[config.mk]
export PLATFORM = sky130hd
export DESIGN_NAME = keypad_scan_ctrl_flat
export DESIGN_NICKNAME = d
export VERILOG_FILES = /design/src/rtl/vending_pkg.sv /design/src/rtl/keypad_scan_ctrl_if.sv /design/src/rtl/keypad_dwell_timer.sv /design/src/rtl/keypad_scan_ctrl.sv /design/src/flat_wrapper.sv
export SDC_FILE = /design/constraint.sdc
export NUM_CORES = 1
export LEC_CHECK = 0
export ABC_AREA = 1
export CORE_MARGIN = 2
export CORE_UTILIZATION = 55
export CTS_BUF_LIST = sky130_fd_sc_hd__clkbuf_4 sky130_fd_sc_hd__clkbuf_8
export CTS_CLUSTER_SIZE = 16
export DETAILED_ROUTE_END_ITERATION = 10
export DONT_BUFFER_PORTS = 1
export HOLD_SLACK_MARGIN = 0.1
export PLACE_DENSITY = 0.79
export SLEW_MARGIN = 10
export SYNTH_ARGS = -nofsm -noshare
export SYNTH_HDL_FRONTEND = slang
export SYNTH_SLANG_ARGS = --single-unit
[constraint.sdc]
create_clock -name clk -period 3.1 [get_ports clk]
set_input_delay 0.31 -clock clk [delete_from_list [all_inputs] [get_ports clk]]
set_output_delay 0.31 -clock clk [all_outputs]
set_load 0.02 [all_outputs]
[src/rtl/vending_pkg.sv]
// Shared vending-machine definitions: keypad codes, scan states, column reset
// value and the key encoder used by the keypad scanner.
package vending_pkg;

  localparam logic [3:0] KEY_0    = 4'h0;
  localparam logic [3:0] KEY_1    = 4'h1;
  localparam logic [3:0] KEY_2    = 4'h2;
  localparam logic [3:0] KEY_3    = 4'h3;
  localparam logic [3:0] KEY_4    = 4'h4;
  localparam logic [3:0] KEY_5    = 4'h5;
  localparam logic [3:0] KEY_6    = 4'h6;
  localparam logic [3:0] KEY_7    = 4'h7;
  localparam logic [3:0] KEY_8    = 4'h8;
  localparam logic [3:0] KEY_9    = 4'h9;
  localparam logic [3:0] KEY_STAR = 4'hA;
  localparam logic [3:0] KEY_HASH = 4'hB;

  localparam logic [2:0] COL_RESET = 3'b001;

  typedef enum logic [1:0] {
    SCAN,
    DEBOUNCE,
    HELD,
    RELEASE
  } scan_state_e;

  // True when exactly one row line is closed.
  function automatic logic row_is_single(input logic [3:0] row);
    return (row != 4'b0000) && ((row & (row - 4'd1)) == 4'b0000);
  endfunction

  // Map a one-hot row/column pair onto the keypad legend.
  function automatic logic [3:0] encode_key(input logic [3:0] row,
                                            input logic [2:0] col);
    logic [3:0] r;
    logic [3:0] c;
    r = row[3] ? 4'd3 : row[2] ? 4'd2 : row[1] ? 4'd1 : 4'd0;
    c = col[2] ? 4'd2 : col[1] ? 4'd1 : 4'd0;
    if (r == 4'd3) begin
      case (c)
        4'd0:    return KEY_STAR;
        4'd1:    return KEY_0;
        default: return KEY_HASH;
      endcase
    end
    return r * 4'd3 + c + 4'd1;
  endfunction

endpackage

[src/rtl/keypad_scan_ctrl_if.sv]
// Key delivery channel from the keypad scanner to the vending FSM:
// one-entry valid/ready buffer plus a drop indication.
interface keypad_scan_ctrl_if;
  logic       key_valid;
  logic [3:0] key_code;
  logic       key_ready;
  logic       overrun;

  modport master (output key_valid, output key_code, output overrun,
                  input  key_ready);
  modport slave  (input  key_valid, input  key_code, input  overrun,
                  output key_ready);
endinterface

[src/rtl/keypad_dwell_timer.sv]
// Column dwell timer: free-running 0..SCAN_DIV-1 counter whose last count
// marks the cycle on which the row lines are sampled.
module keypad_dwell_timer #(
  parameter int unsigned SCAN_DIV = 1000
) (
  input  logic clk,
  input  logic rst_n,
  output logic sample_o
);

  localparam int unsigned CW = $clog2(SCAN_DIV);
  localparam logic [CW-1:0] LAST = CW'(SCAN_DIV - 1);

  logic [CW-1:0] cnt_q;
  logic [CW-1:0] cnt_d;

  // Wrap at the end of the dwell, otherwise count up.
  always_comb begin
    cnt_d = (cnt_q == LAST) ? '0 : cnt_q + CW'(1);
  end

  // Dwell counter register.
  // NOTE: flops take <= so every register in the design sees pre-edge values.
  always_ff @(posedge clk or negedge rst_n) begin
    if (!rst_n) cnt_q <= '0;
    else        cnt_q <= cnt_d;
  end

  assign sample_o = (cnt_q == LAST);

endmodule

[src/rtl/keypad_scan_ctrl.sv]
// Keypad column scanner for the 4x3 selection keypad: strobes columns,
// debounces press and release, encodes the key and hands it to the vending
// FSM through a one-entry valid/ready buffer.
// Optional feature: define KEYPAD_AUTOREPEAT_EN to re-issue a held key every
// REPEAT_SCANS samples.
module keypad_scan_ctrl
  import vending_pkg::*;
#(
  parameter int unsigned SCAN_DIV     = 1000,
  parameter int unsigned DEBOUNCE_CNT = 4,
  parameter int unsigned REPEAT_SCANS = 64
) (
  input  logic                      clk,
  input  logic                      reset,
  input  logic [3:0]                row,
  output logic [2:0]                col,
  keypad_scan_ctrl_if.master        kbus
);

  if (SCAN_DIV < 2 || DEBOUNCE_CNT < 1 || REPEAT_SCANS < 1) begin : g_bad_param
    $error("keypad_scan_ctrl: SCAN_DIV>=2, DEBOUNCE_CNT>=1, REPEAT_SCANS>=1");
  end

  localparam int unsigned CNT_W = $clog2(DEBOUNCE_CNT + 1);
  // Count value whose increment reaches DEBOUNCE_CNT.
  localparam logic [CNT_W-1:0] CNT_LAST = CNT_W'(DEBOUNCE_CNT - 1);

  logic sample;

  keypad_dwell_timer #(.SCAN_DIV(SCAN_DIV)) u_dwell (
    .clk      (clk),
    .rst_n    (reset),
    .sample_o (sample)
  );

  scan_state_e      state_q,     state_d;
  logic [2:0]       col_q,       col_d;
  logic [CNT_W-1:0] cnt_q,       cnt_d;
  logic [3:0]       cap_row_q,   cap_row_d;
  logic             key_valid_q, key_valid_d;
  logic [3:0]       key_code_q,  key_code_d;
  logic             overrun_q,   overrun_d;
  logic             accept;
  logic             row_single;
  logic [2:0]       col_next;
  logic             handshake;

`ifdef KEYPAD_AUTOREPEAT_EN
  localparam int unsigned REP_W = $clog2(REPEAT_SCANS + 1);
  localparam logic [REP_W-1:0] REP_LAST = REP_W'(REPEAT_SCANS - 1);
  logic [REP_W-1:0] rep_cnt_q, rep_cnt_d;
`endif

  assign row_single = row_is_single(row);
  assign col_next   = {col_q[1:0], col_q[2]};
  assign handshake  = key_valid_q & kbus.key_ready;

  // State register: FSM, column strobe, debounce counter and key buffer.
  always_ff @(posedge clk or negedge reset) begin
    if (!reset) begin
      state_q     <= SCAN;
      col_q       <= COL_RESET;
      cnt_q       <= '0;
      cap_row_q   <= '0;
      key_valid_q <= 1'b0;
      key_code_q  <= KEY_0;
      overrun_q   <= 1'b0;
    end else begin
      state_q     <= state_d;
      col_q       <= col_d;
      cnt_q       <= cnt_d;
      cap_row_q   <= cap_row_d;
      key_valid_q <= key_valid_d;
      key_code_q  <= key_code_d;
      overrun_q   <= overrun_d;
    end
  end

`ifdef KEYPAD_AUTOREPEAT_EN
  // Held-key sample counter for autorepeat.
  always_ff @(posedge clk or negedge reset) begin
    if (!reset) rep_cnt_q <= '0;
    else        rep_cnt_q <= rep_cnt_d;
  end
`endif

  // Next state: scan, debounce press, hold, debounce release; acts on samples only.
  // NOTE: every variable gets a default first so no path leaves a latch behind.
  always_comb begin
    state_d   = state_q;
    col_d     = col_q;
    cnt_d     = cnt_q;
    cap_row_d = cap_row_q;
    accept    = 1'b0;
`ifdef KEYPAD_AUTOREPEAT_EN
    rep_cnt_d = rep_cnt_q;
`endif
    if (sample) begin
      unique case (state_q)
        SCAN: begin
          if (row_single) begin
            cap_row_d = row;
            if (DEBOUNCE_CNT == 1) begin
              accept  = 1'b1;
              state_d = HELD;
              cnt_d   = '0;
`ifdef KEYPAD_AUTOREPEAT_EN
              rep_cnt_d = '0;
`endif
            end else begin
              state_d = DEBOUNCE;
              cnt_d   = CNT_W'(1);
            end
          end else begin
            col_d = col_next;
          end
        end
        DEBOUNCE: begin
          if (row == cap_row_q) begin
            if (cnt_q == CNT_LAST) begin
              accept  = 1'b1;
              state_d = HELD;
              cnt_d   = '0;
`ifdef KEYPAD_AUTOREPEAT_EN
              rep_cnt_d = '0;
`endif
            end else begin
              cnt_d = cnt_q + CNT_W'(1);
            end
          end else begin
            state_d = SCAN;
            cnt_d   = '0;
            col_d   = col_next;
          end
        end
        HELD: begin
          if (!row_single) begin
            if (DEBOUNCE_CNT == 1) begin
              state_d = SCAN;
              cnt_d   = '0;
              col_d   = col_next;
            end else begin
              state_d = RELEASE;
              cnt_d   = CNT_W'(1);
            end
          end
`ifdef KEYPAD_AUTOREPEAT_EN
          else if (rep_cnt_q == REP_LAST) begin
            accept    = 1'b1;
            rep_cnt_d = '0;
          end else begin
            rep_cnt_d = rep_cnt_q + REP_W'(1);
          end
`endif
        end
        RELEASE: begin
          if (!row_single) begin
            if (cnt_q == CNT_LAST) begin
              state_d = SCAN;
              cnt_d   = '0;
              col_d   = col_next;
            end else begin
              cnt_d = cnt_q + CNT_W'(1);
            end
          end else begin
            state_d = HELD;
            cnt_d   = '0;
`ifdef KEYPAD_AUTOREPEAT_EN
            rep_cnt_d = '0;
`endif
          end
        end
        default: state_d = SCAN;
      endcase
    end
  end

  // Output buffer: load on accept when empty or draining, else flag a drop.
  always_comb begin
    key_valid_d = key_valid_q & ~handshake;
    key_code_d  = key_code_q;
    overrun_d   = 1'b0;
    if (accept) begin
      if (!key_valid_q || handshake) begin
        key_valid_d = 1'b1;
        key_code_d  = encode_key(cap_row_d, col_q);
      end else begin
        overrun_d = 1'b1;
      end
    end
  end

  assign col            = col_q;
  assign kbus.key_valid = key_valid_q;
  assign kbus.key_code  = key_code_q;
  assign kbus.overrun   = overrun_q;

endmodule

[src/flat_wrapper.sv]
// flat-port wrapper written by rule: the top's interface ports become plain ports
module keypad_scan_ctrl_flat import vending_pkg::*;
#(
  parameter int unsigned SCAN_DIV     = 1000,
  parameter int unsigned DEBOUNCE_CNT = 4,
  parameter int unsigned REPEAT_SCANS = 64
)
  (clk, reset, row, col, kbus_key_valid, kbus_key_code, kbus_overrun, kbus_key_ready);
  keypad_scan_ctrl_if kbus_i ();
  input  logic clk;
  input  logic reset;
  input  logic [3:0] row;
  output logic [2:0] col;
  output wire logic [$bits(kbus_i.key_valid)-1:0] kbus_key_valid;
  output wire logic [$bits(kbus_i.key_code)-1:0] kbus_key_code;
  output wire logic [$bits(kbus_i.overrun)-1:0] kbus_overrun;
  input wire logic [$bits(kbus_i.key_ready)-1:0] kbus_key_ready;
  assign kbus_key_valid = kbus_i.key_valid;
  assign kbus_key_code = kbus_i.key_code;
  assign kbus_overrun = kbus_i.overrun;
  assign kbus_i.key_ready = kbus_key_ready;
  keypad_scan_ctrl #(.SCAN_DIV(SCAN_DIV), .DEBOUNCE_CNT(DEBOUNCE_CNT), .REPEAT_SCANS(REPEAT_SCANS)) u_core (.clk(clk), .reset(reset), .row(row), .col(col), .kbus(kbus_i));
endmodule
==> results.json <==
{
  "synth_ff_type": "dfrtp_1",
  "cts_tree": "done",
  "drtPass1Iterations": 4,
  "yosysTopAreaCellShare_pct": 39.8,
  "antenna_found_initial": 0,
  "synth_seq_cells": 28,
  "use_met1_pct": 27.8,
  "netlist_area_mm2": 0.00170,
  "fin_nets": 263,
  "via_count": 1384,
  "core_mm2": 0.00300,
  "ir_drop_v": 0.000240,
  "grt_max_degree": 29,
  "seq_area_um2": 702,
  "syn2layout_area_growth_pct": 10.6,
  "period_needed_ns": 2.91,
  "dieHeight_um": 59.6,
  "hold_slack_ns": 0.109,
  "tightest_slew_ns": 0.411,
  "multi_input_area_um2": 853,
  "switchingPower_mw": 0.118,
  "max_cap_viol_count": 0,
  "rrSetupSlack_ns": 0.19,
  "async_flop_share_pct": 100,
  "clkSlewWorstSetupHoldPaths_ns": 0.14,
  "power_frac_seq_pct": 66.4,
  "synth_edf_count": 0,
  "arrival_ns": 3.14,
  "critical-path-max-stage-delay_ns": 0.56,
  "crit_top_cell": "nand2_2",
  "drive_above_1_share_pct": 13.0,
  "stdcell_count": 280,
  "netlist_instances": 234,
  "clkPwrFrac_pct": 28.8,
  "cp_data_required_time_ns": 3.33,
  "synth_cell_types": 25,
  "timing.slew.headroom_pct": 72.5,
  "switching_share_pct": 21.4,
  "clockBufferDepth": 2,
  "grt_pass1_wl_mm": 5.14,
  "drtIter0Drc": 117,
  "critPathCaptureType": "register",
  "numCtsBuffers": 3,
  "avgSynthCellArea_um2": 7.26,
  "total_power_mw": 0.550,
  "worst-setup-path-type": "reg2reg",
  "dp_hpwl_mm": 2.39,
  "critPathMaxFanout": 3,
  "place_inst": 270,
  "antenna_cells": 0,
  "crit_slowest_cell": "fa_1",
  "ys_seq_area_share_pct": 41.3,
  "insertion_delay_ns": 0.32,
  "finalCritPeriodShare_pct": 93.9,
  "gp_congestion": 0.797,
  "grt_pass1_vias": 1242,
  "setup_viol": 0,
  "initial_utilization_pct": 56.5,
  "rows": 20,
  "root_buffer": "clkbuf_4",
  "yosysTopAreaCell": "dfrtp_1",
  "port_buffers": 0,
  "num_io_pins": 16,
  "grt_remaining_overflow": 0,
  "ant_nets": 0,
  "die_w_um": 59.6,
  "grt.total_usage_pct": 19.1,
  "cts_max_level": 1,
  "wirelength_mm": 3.14,
  "leakagePower_nw": 1.03,
  "vias_per_cell": 4.94,
  "fin_skew_ns": 0.00916,
  "crit_path_start_kind": "register",
  "synth_area_leaders": "dfrtp_1 (40%), nand2_1 (16%), inv_1 (9.5%)",
  "power.internal_mw": 0.433,
  "p_comb_share_pct": 4.8,
  "min_path_type": "in2reg",
  "fin_ws_ns": 0.188,
  "final_hold_viol_count": 0,
  "n_fill_cell": 274,
  "detail_route.drc_violations": 0,
  "dieArea_mm2": 0.00355,
  "cts.sinks": 28,
  "use_met3_pct": 1.97,
  "yosysWarnings": 0,
  "busiest_layer": "met2",
  "status": "complete, no violations",
  "synthTopCellsByCount": "nand2_1 (74), inv_1 (43), dfrtp_1 (27)",
  "wire_per_inst_um": 11.2,
  "pwr_density_cell_mw_per_mm2": 293,
  "synth.most_common_cell": "nand2_1",
  "met2_usage_pct": 29.7,
  "maxSlewViolCount": 0,
  "crit_chain": "ha_4, nand2_1, nor2_2, nand2_2, nor2_4, nand2_2, o21ai_2, nand2_2, fa_1, inv_2, fa_1, nor2_1, nor2_1, nand3_1, nand2_1, inv_1",
  "synthesis.nets": 249,
  "place_ws_ns": 0.0578,
  "fin_util_pct": 62.5,
  "clock.fmax_mhz": 343
}
-- placed cells by master, fill, tap and decap left out, drive strengths merged --
master | netlist | layout
nand3 | 14 | 14
o21ai | 12 | 12
ha | 6 | 6
nor2 | 31 | 31
inv | 43 | 43
dfstp | 1 | 1
a21boi | 1 | 1
or2 | 1 | 1
nor3 | 5 | 5
xor2 | 2 | 2
dlygate4sd3 | 0 | 1
clkbuf | 0 | 4
o21a | 1 | 1
o21bai | 1 | 1
dfrtp | 27 | 27
buf | 1 | 9
nand3b | 2 | 2
nand2 | 77 | 77
fa | 2 | 2
a21oi | 7 | 7
-- routing by layer --
layer | up-vias | wire, µm | part of all wire, %
met2 | 16 | 1480 | 47
met5 | - | 0 | 0
met3 | 2 | 77 | 2.5
li1 | 736 | - | -
met4 | 0 | 31 | 0.99
met1 | 630 | 1550 | 49
-- timing repair --
action	in CTS	in global routing
setup endpoints to repair	0	3
buffers inserted	0	4
resized for setup	0	7
hold buffers	2	0
endpoints found under the hold margin	28	0
-- cell families after synthesis --
kind of cell             count (synthesis)  share of synthesized area (%)
AO/OA/AOI/OAI                           22                           7.37
XOR/XNOR                                 2                           1.03
adder cells (fa/ha/maj)                  8                           6.78
buffers and inverters                   44                           9.80
flip-flops                              28                           41.3
AND/OR/NAND/NOR                        130                           33.7
-- power by group through the flow --
| stage | Combinational (mW) | Sequential (mW) | Clock, mW |
|---|---|---|---|
| after floorplan | 0.0134 | 0.372 | 0 |
| after global placement | 0.0159 | 0.372 | 0 |
| after detailed placement | 0.0157 | 0.372 | 0 |
| after CTS | 0.0269 | 0.365 | 0.166 |
| after global routing | 0.0312 | 0.366 | 0.182 |
| final | 0.0265 | 0.365 | 0.159 |
-- critical path, delay by kind of cell, from the launching register on --
family,cells,cell delay [ns]
AND/OR/NAND/NOR,10,0.93
buffers and inverters,2,0.08
adder cells (fa/ha/maj),3,1.20
flip-flops,1,0.42
AO/OA/AOI/OAI,1,0.19
-- worst paths after layout --
path,startpoint,end,cells past startpoint
max reg2reg,u_core.u_dwell.cnt_q[0]$_DFF_PN0_,u_core.kbus.key_code[1]$_DFFE_PN0P_,16
min,row[0],u_core.cap_row_q[0]$_DFFE_PN0P_,2
max in group asynchronous,reset,u_core.col[0]$_DFFE_PN1P_,2
min reg2reg,u_core.u_dwell.cnt_q[7]$_DFF_PN0_,u_core.u_dwell.cnt_q[7]$_DFF_PN0_,2
min in group asynchronous,reset,u_core.u_dwell.cnt_q[3]$_DFF_PN0_,2
max,u_core.u_dwell.cnt_q[0]$_DFF_PN0_,u_core.kbus.key_code[1]$_DFFE_PN0P_,16
-- stage by stage --
| step | TNS, ns | cell area [µm²] |
|---|---|---|
| 2_1_floorplan | 0 | 1700 |
| 3_3_place_gp | 0 | 1760 |
| 3_5_place_dp | 0 | 1760 |
| 4_1_cts | 0 | 1820 |
| 5_1_grt | -0.0626 | 1880 |
| 6_report | 0 | 1880 |
-- state kept, by name, summed over array words and instances, names as in the netlist --
register and flops:
u_core.cap_row_q 4, u_core.cnt_q 3, u_core.col 3, u_core.kbus.key_code 4
u_core.kbus.key_valid 1, u_core.kbus.overrun 1, u_core.state_q 2, u_core.u_dwell.cnt_q 10
-- layout make-up --
class	instances	share of cell area [%]
Multi-Input combinational cell	162	45.4
Sequential cell	28	37.4
Inverter	43	8.59
Timing Repair Buffer	10	4.80
Tap cell	33	2.20
Clock buffer	4	1.60
Power figures use the tool's default switching activity.
==> patch 1 (same flow settings) <==
`SCAN_DIV` is set to 1000 in 3 places; all go to 2000.
--- a/src/rtl/keypad_dwell_timer.sv
+++ b/src/rtl/keypad_dwell_timer.sv
@@ -1,7 +1,7 @@
 // Column dwell timer: free-running 0..SCAN_DIV-1 counter whose last count
 // marks the cycle on which the row lines are sampled.
 module keypad_dwell_timer #(
-  parameter int unsigned SCAN_DIV = 1000
+  parameter int unsigned SCAN_DIV = 2000
 ) (
   input  logic clk,
   input  logic rst_n,
--- a/src/rtl/keypad_scan_ctrl.sv
+++ b/src/rtl/keypad_scan_ctrl.sv
@@ -6,7 +6,7 @@
 module keypad_scan_ctrl
   import vending_pkg::*;
 #(
-  parameter int unsigned SCAN_DIV     = 1000,
+  parameter int unsigned SCAN_DIV     = 2000,
   parameter int unsigned DEBOUNCE_CNT = 4,
   parameter int unsigned REPEAT_SCANS = 64
 ) (
--- a/src/flat_wrapper.sv
+++ b/src/flat_wrapper.sv
@@ -1,7 +1,7 @@
 // flat-port wrapper written by rule: the top's interface ports become plain ports
 module keypad_scan_ctrl_flat import vending_pkg::*;
 #(
-  parameter int unsigned SCAN_DIV     = 1000,
+  parameter int unsigned SCAN_DIV     = 2000,
   parameter int unsigned DEBOUNCE_CNT = 4,
   parameter int unsigned REPEAT_SCANS = 64
 )
Formal check against the unedited RTL: no difference found for any inputs over 10 cycles, from zero or initial values and one cycle with reset low; that may be too few to reach the edited logic, so the function may still have changed.
==> patch 1 against the unedited design <==
Synthesized area increased by 12%; cell area increased by 15%; sequential power increased by 4%; wire length increased by 19%; total power increased by 26%; cell count increased by 11%; setup slack got worse by 0.055 ns; fmax decreased by 1.8%; sequential cell count increased by 1; clock power increased by 70%; count of clock-buffer cells in the layout increased by 3.
==> patch 1: results <==
export IMPL_outcome="finished, final reports clean"
export IMPL_yosysUniqueCellTypes=31
export IMPL_dp_hpwl_um=2710
export IMPL_grt_antenna_before_repair=0
export IMPL_wire_per_inst_um=12.1
export IMPL_min_to="u_core.cap_row_q[1]$_DFF_PN0_"
export IMPL_synth_commonest_cells="62 x nand2_1, 37 x inv_1, 28 x dfrtp_1"
export IMPL_drive_gt1_share_pct=28.0
export IMPL_dp_slack_ns=0.0261
export IMPL_htreeDepth=2
export IMPL_synthTopCellsByArea="dfrtp_1 37%, nand2_1 12%, inv_1 7.3%"
export IMPL_yosysSeqAreaShare_pct=38.3
export IMPL_grt_pass1_wl_um=6590
export IMPL_grt_max_degree=30
export IMPL_tightest_slew_ns=0.372
export IMPL_r2r_setup_slack_ns=0.13
export IMPL_cts_buffers=5
export IMPL_yosys_warnings=0
export IMPL_timing_rr_end="u_core.kbus.key_code[3]$_DFFE_PN0P_"
export IMPL_avgViaCountPerCell=4.89
export IMPL_grt_pass1_vias=1553
export IMPL_clk_pin_slew_ns=0.10
export IMPL_reg2reg_depth=16
export IMPL_worstHoldStart="row[1]"
export IMPL_drtIter0Drc=84
export IMPL_critPathMaxStageDelay_ns=0.51
export IMPL_p_leak_nw=1.13
export IMPL_critical_path_startpoint="u_core.u_dwell.cnt_q[0]$_DFF_PN0_"
export IMPL_place_gp_congestion=0.815
export IMPL_largest_reg_flops=11
export IMPL_grt_usage_pct=21.8
export IMPL_crit_path_max_fanout=4
export IMPL_syn_num_nets=260
export IMPL_numPlacedInstances=292
export IMPL_via_count=1515
export IMPL_peakVddDrop_uv=186
export IMPL_synthCells=245
export IMPL_nets=278
export IMPL_hold_depth=2
export IMPL_cp_slowest_cell="fa_1"
export IMPL_critical_path_top_delay_family="adder cells"
export IMPL_skew_ns=0.0139
export IMPL_clkLatencyLatePin_ns=0.34
export IMPL_min_path_type="in -> reg"
export IMPL_drc=0
-- patch 1: power breakdown --
group	internal, W	switching (W)	leakage [nW]
sequential	0.000378	0	0.366
combinational	0.0000143	0.0000279	0.725
clock	0.000131	0.000140	0.0413
-- patch 1: area by class of cell --
| class | count | area (µm²) |
|---|---|---|
| clock inverter | 1 | 5.00 |
| fill | 277 | 1170 |
| clock buffer | 7 | 65.1 |
| tap | 46 | 57.6 |
| multi-input combinational | 168 | 1030 |
| timing repair buffer | 11 | 100 |
| inverter | 48 | 188 |
| sequential | 29 | 727 |
-- patch 1: cell families (layout without fill, tap and decap cells) --
kind of cell               after synthesis  after routing  share of synthesized area (%)
AOI/OAI and AO/OA                       19             19                           5.34
adders and majority gates                8              8                           6.06
and+or+nand+nor                        138            138                           39.3
xor gates and xnor gates                 3              3                           1.38
buffers and inverters                   48             67                           9.62
DFF                                     29             29                           38.3
-- patch 1: worst register-to-register path, delay by kind of cell (launching register included) --
kind | cells | cell delay (ns)
compound gates | 4 | 0.60
fa+ha+maj | 3 | 1.06
buf+inv | 2 | 0.12
flops | 1 | 0.38
simple gates | 7 | 0.74
-- patch 1: worst max path at each step --
stage	end	slack (ns)	cells after the start
after floorplan	u_core.kbus.key_code[1]$_DFFE_PN0P_	0.27	16
after global placement	u_core.kbus.key_code[1]$_DFFE_PN0P_	0.14	16
after detailed placement	u_core.kbus.key_code[1]$_DFFE_PN0P_	0.03	16
after CTS	u_core.kbus.key_code[1]$_DFFE_PN0P_	0.005	16
after global routing	u_core.kbus.key_code[3]$_DFFE_PN0P_	-0.03	18
final	u_core.kbus.key_code[3]$_DFFE_PN0P_	0.13	16
-- patch 1: timing repair --
item,in CTS,in global routing
setup endpoints to repair,0,3
hold endpoints to repair,30,0
buffers inserted,0,7
gates resized for setup,0,12
hold buffers,3,0
-- patch 1: through the flow --
stage | hold slack [ns] | total power, W | instance area [µm²] | TNS [ns]
3_3_place_gp | 0.0150 | 0.000414 | 1960 | 0
6_report | 0.152 | 0.000691 | 2170 | 0
3_5_place_dp | 0.0151 | 0.000415 | 1960 | 0
5_1_grt | 0.151 | 0.000719 | 2170 | -0.0312
4_1_cts | 0.135 | 0.000696 | 2070 | 0
2_1_floorplan | 0.0144 | 0.000411 | 1900 | 0
-- patch 1: routing by layer --
| metal | share of wire [%] | vias to the layer above | global-route usage (%) |
|---|---|---|---|
| met3 | 4.7 | 8 | 7.03 |
| met4 | 2.3 | 0 | 11.9 |
| li1 | - | 793 | - |
| met5 | 0 | - | 0 |
| met2 | 49 | 31 | 35.6 |
| met1 | 44 | 683 | 25.3 |
==> patch 2 (config.mk and constraints unchanged) <==
Without the edit above. Encoding of `scan_state_e`: now one-hot (4 bits for 4 states).
--- a/src/rtl/vending_pkg.sv
+++ b/src/rtl/vending_pkg.sv
@@ -17,11 +17,11 @@
 
   localparam logic [2:0] COL_RESET = 3'b001;
 
-  typedef enum logic [1:0] {
-    SCAN,
-    DEBOUNCE,
-    HELD,
-    RELEASE
+  typedef enum logic [3:0] {
+    SCAN     = 4'b0001,
+    DEBOUNCE = 4'b0010,
+    HELD     = 4'b0100,
+    RELEASE  = 4'b1000
   } scan_state_e;
 
   // True when exactly one row line is closed.
Behaviour: no difference found for any inputs over 10 cycles, from zero or initial values and one cycle with reset low; not proved beyond that.
==> patch 2 against the unedited design <==
Clock skew decreased by 0.0043 ns; sequential cell count increased by 2; largest cell class unchanged; die area increased by 18%; core utilization increased by 2.2 points; cell area increased by 24%; cell count increased by 20%; synthesized area increased by 19%; fmax decreased by 0.32%; total power increased by 67%; setup slack got worse by 0.0092 ns; sequential power increased by 7.4%; worst hold slack improved by 0.067 ns; first-iteration DRC count decreased by 27%; wire length increased by 26%; highest routed layer unchanged; critical path type unchanged; largest power group is now the clock network.
==> patch 2: results <==
export IMPL_wire_per_inst_um=11.8
export IMPL_grt_max_degree=31
export IMPL_dpl_cell_area_mm2=0.00209
export IMPL_grt_pass1_wl_um=7000
export IMPL_die_area_mm2=0.00417
export IMPL_n_fill_cell=297
export IMPL_clockRootBuffer="clkbuf_8"
export IMPL_clk_pin_slew_ns=0.07
export IMPL_htreeDepth=2
export IMPL_drtIter0Drc=85
export IMPL_grt_pass1_vias=1611
export IMPL_dp_hpwl_um=2910
export IMPL_crit_arrival_ns=3.11
export IMPL_peakVddDrop_uv=295
export IMPL_reg2reg_depth=15
export IMPL_largest_reg_flops=10
export IMPL_cts_buffers=5
export IMPL_dp_slack_ns=0.121
export IMPL_synth_area_mux_share_pct=0
export IMPL_synthCells=269
export IMPL_regArea_um2=754
export IMPL_multiInputGateArea_mm2=0.00110
export IMPL_fmax_mhz=342
export IMPL_cp_slowest_cell="dfstp_2"
export IMPL_pg_seq_w=0.000392
export IMPL_drive_gt1_share_pct=26.0
export IMPL_grt_usage_pct=21.9
export IMPL_yosysUniqueCellTypes=28
export IMPL_skew_ns=0.00487
export IMPL_avgViaCountPerCell=4.99
export IMPL_nets=302
export IMPL_synth_compound_area_share_pct=4.89
export IMPL_reg2reg_from="u_core.state_q[0]$_DFFE_PN1P_"
export IMPL_synth_commonest_cells="87 x nand2_1, 34 x inv_1, 28 x dfrtp_1"
export IMPL_yosysSeqAreaShare_pct=37.3
export IMPL_numPlacedInstances=318
export IMPL_min_to="u_core.cap_row_q[3]$_DFF_PN0_"
export IMPL_tightest_slew_ns=0.369
export IMPL_synth_xor_area_share_pct=1.73
export IMPL_wl_um=3970
export IMPL_outcome="finished, final reports clean"
export IMPL_power_share_switching_pct=19.2
export IMPL_crit_path_max_fanout=5
export IMPL_place_gp_congestion=0.889
export IMPL_seqPwrFrac_pct=42.5
export IMPL_p_clk_w=0.000498
export IMPL_critPathMaxStageDelay_ns=0.58
## patch 2: cell type report
cell class,instances,area share (%)
Clock inverter,2,2.57
Inverter,45,7.45
Tap cell,48,2.57
Clock buffer,6,3.54
Timing Repair Buffer,11,4.18
Sequential cell,30,32.3
Multi-Input combinational cell,194,47.3
## patch 2: logic make-up (layout without fill, tap and decap cells)
family | Yosys count | in the layout
and+or+nand+nor | 164 | 164
buffers and inverters | 45 | 64
DFF | 30 | 30
AOI/OAI and AO/OA | 18 | 18
adders and majority gates | 8 | 8
xor gates and xnor gates | 4 | 4
## patch 2: layer usage
metal / vias to the layer above / routed length, µm / global-route usage, %
met3: 12 / 167 / 5.73
met4: 0 / 87 / 9.84
li1: 863 / - / -
met2: 31 / 1940 / 35.0
met5: - / 0 / 0
met1: 772 / 1770 / 27.7
## patch 2: timing repair
item,CTS,global route
gates resized for setup,0,6
hold buffers,2,0
hold endpoints to repair,30,0
setup endpoints to repair,0,2
setup buffers,0,8
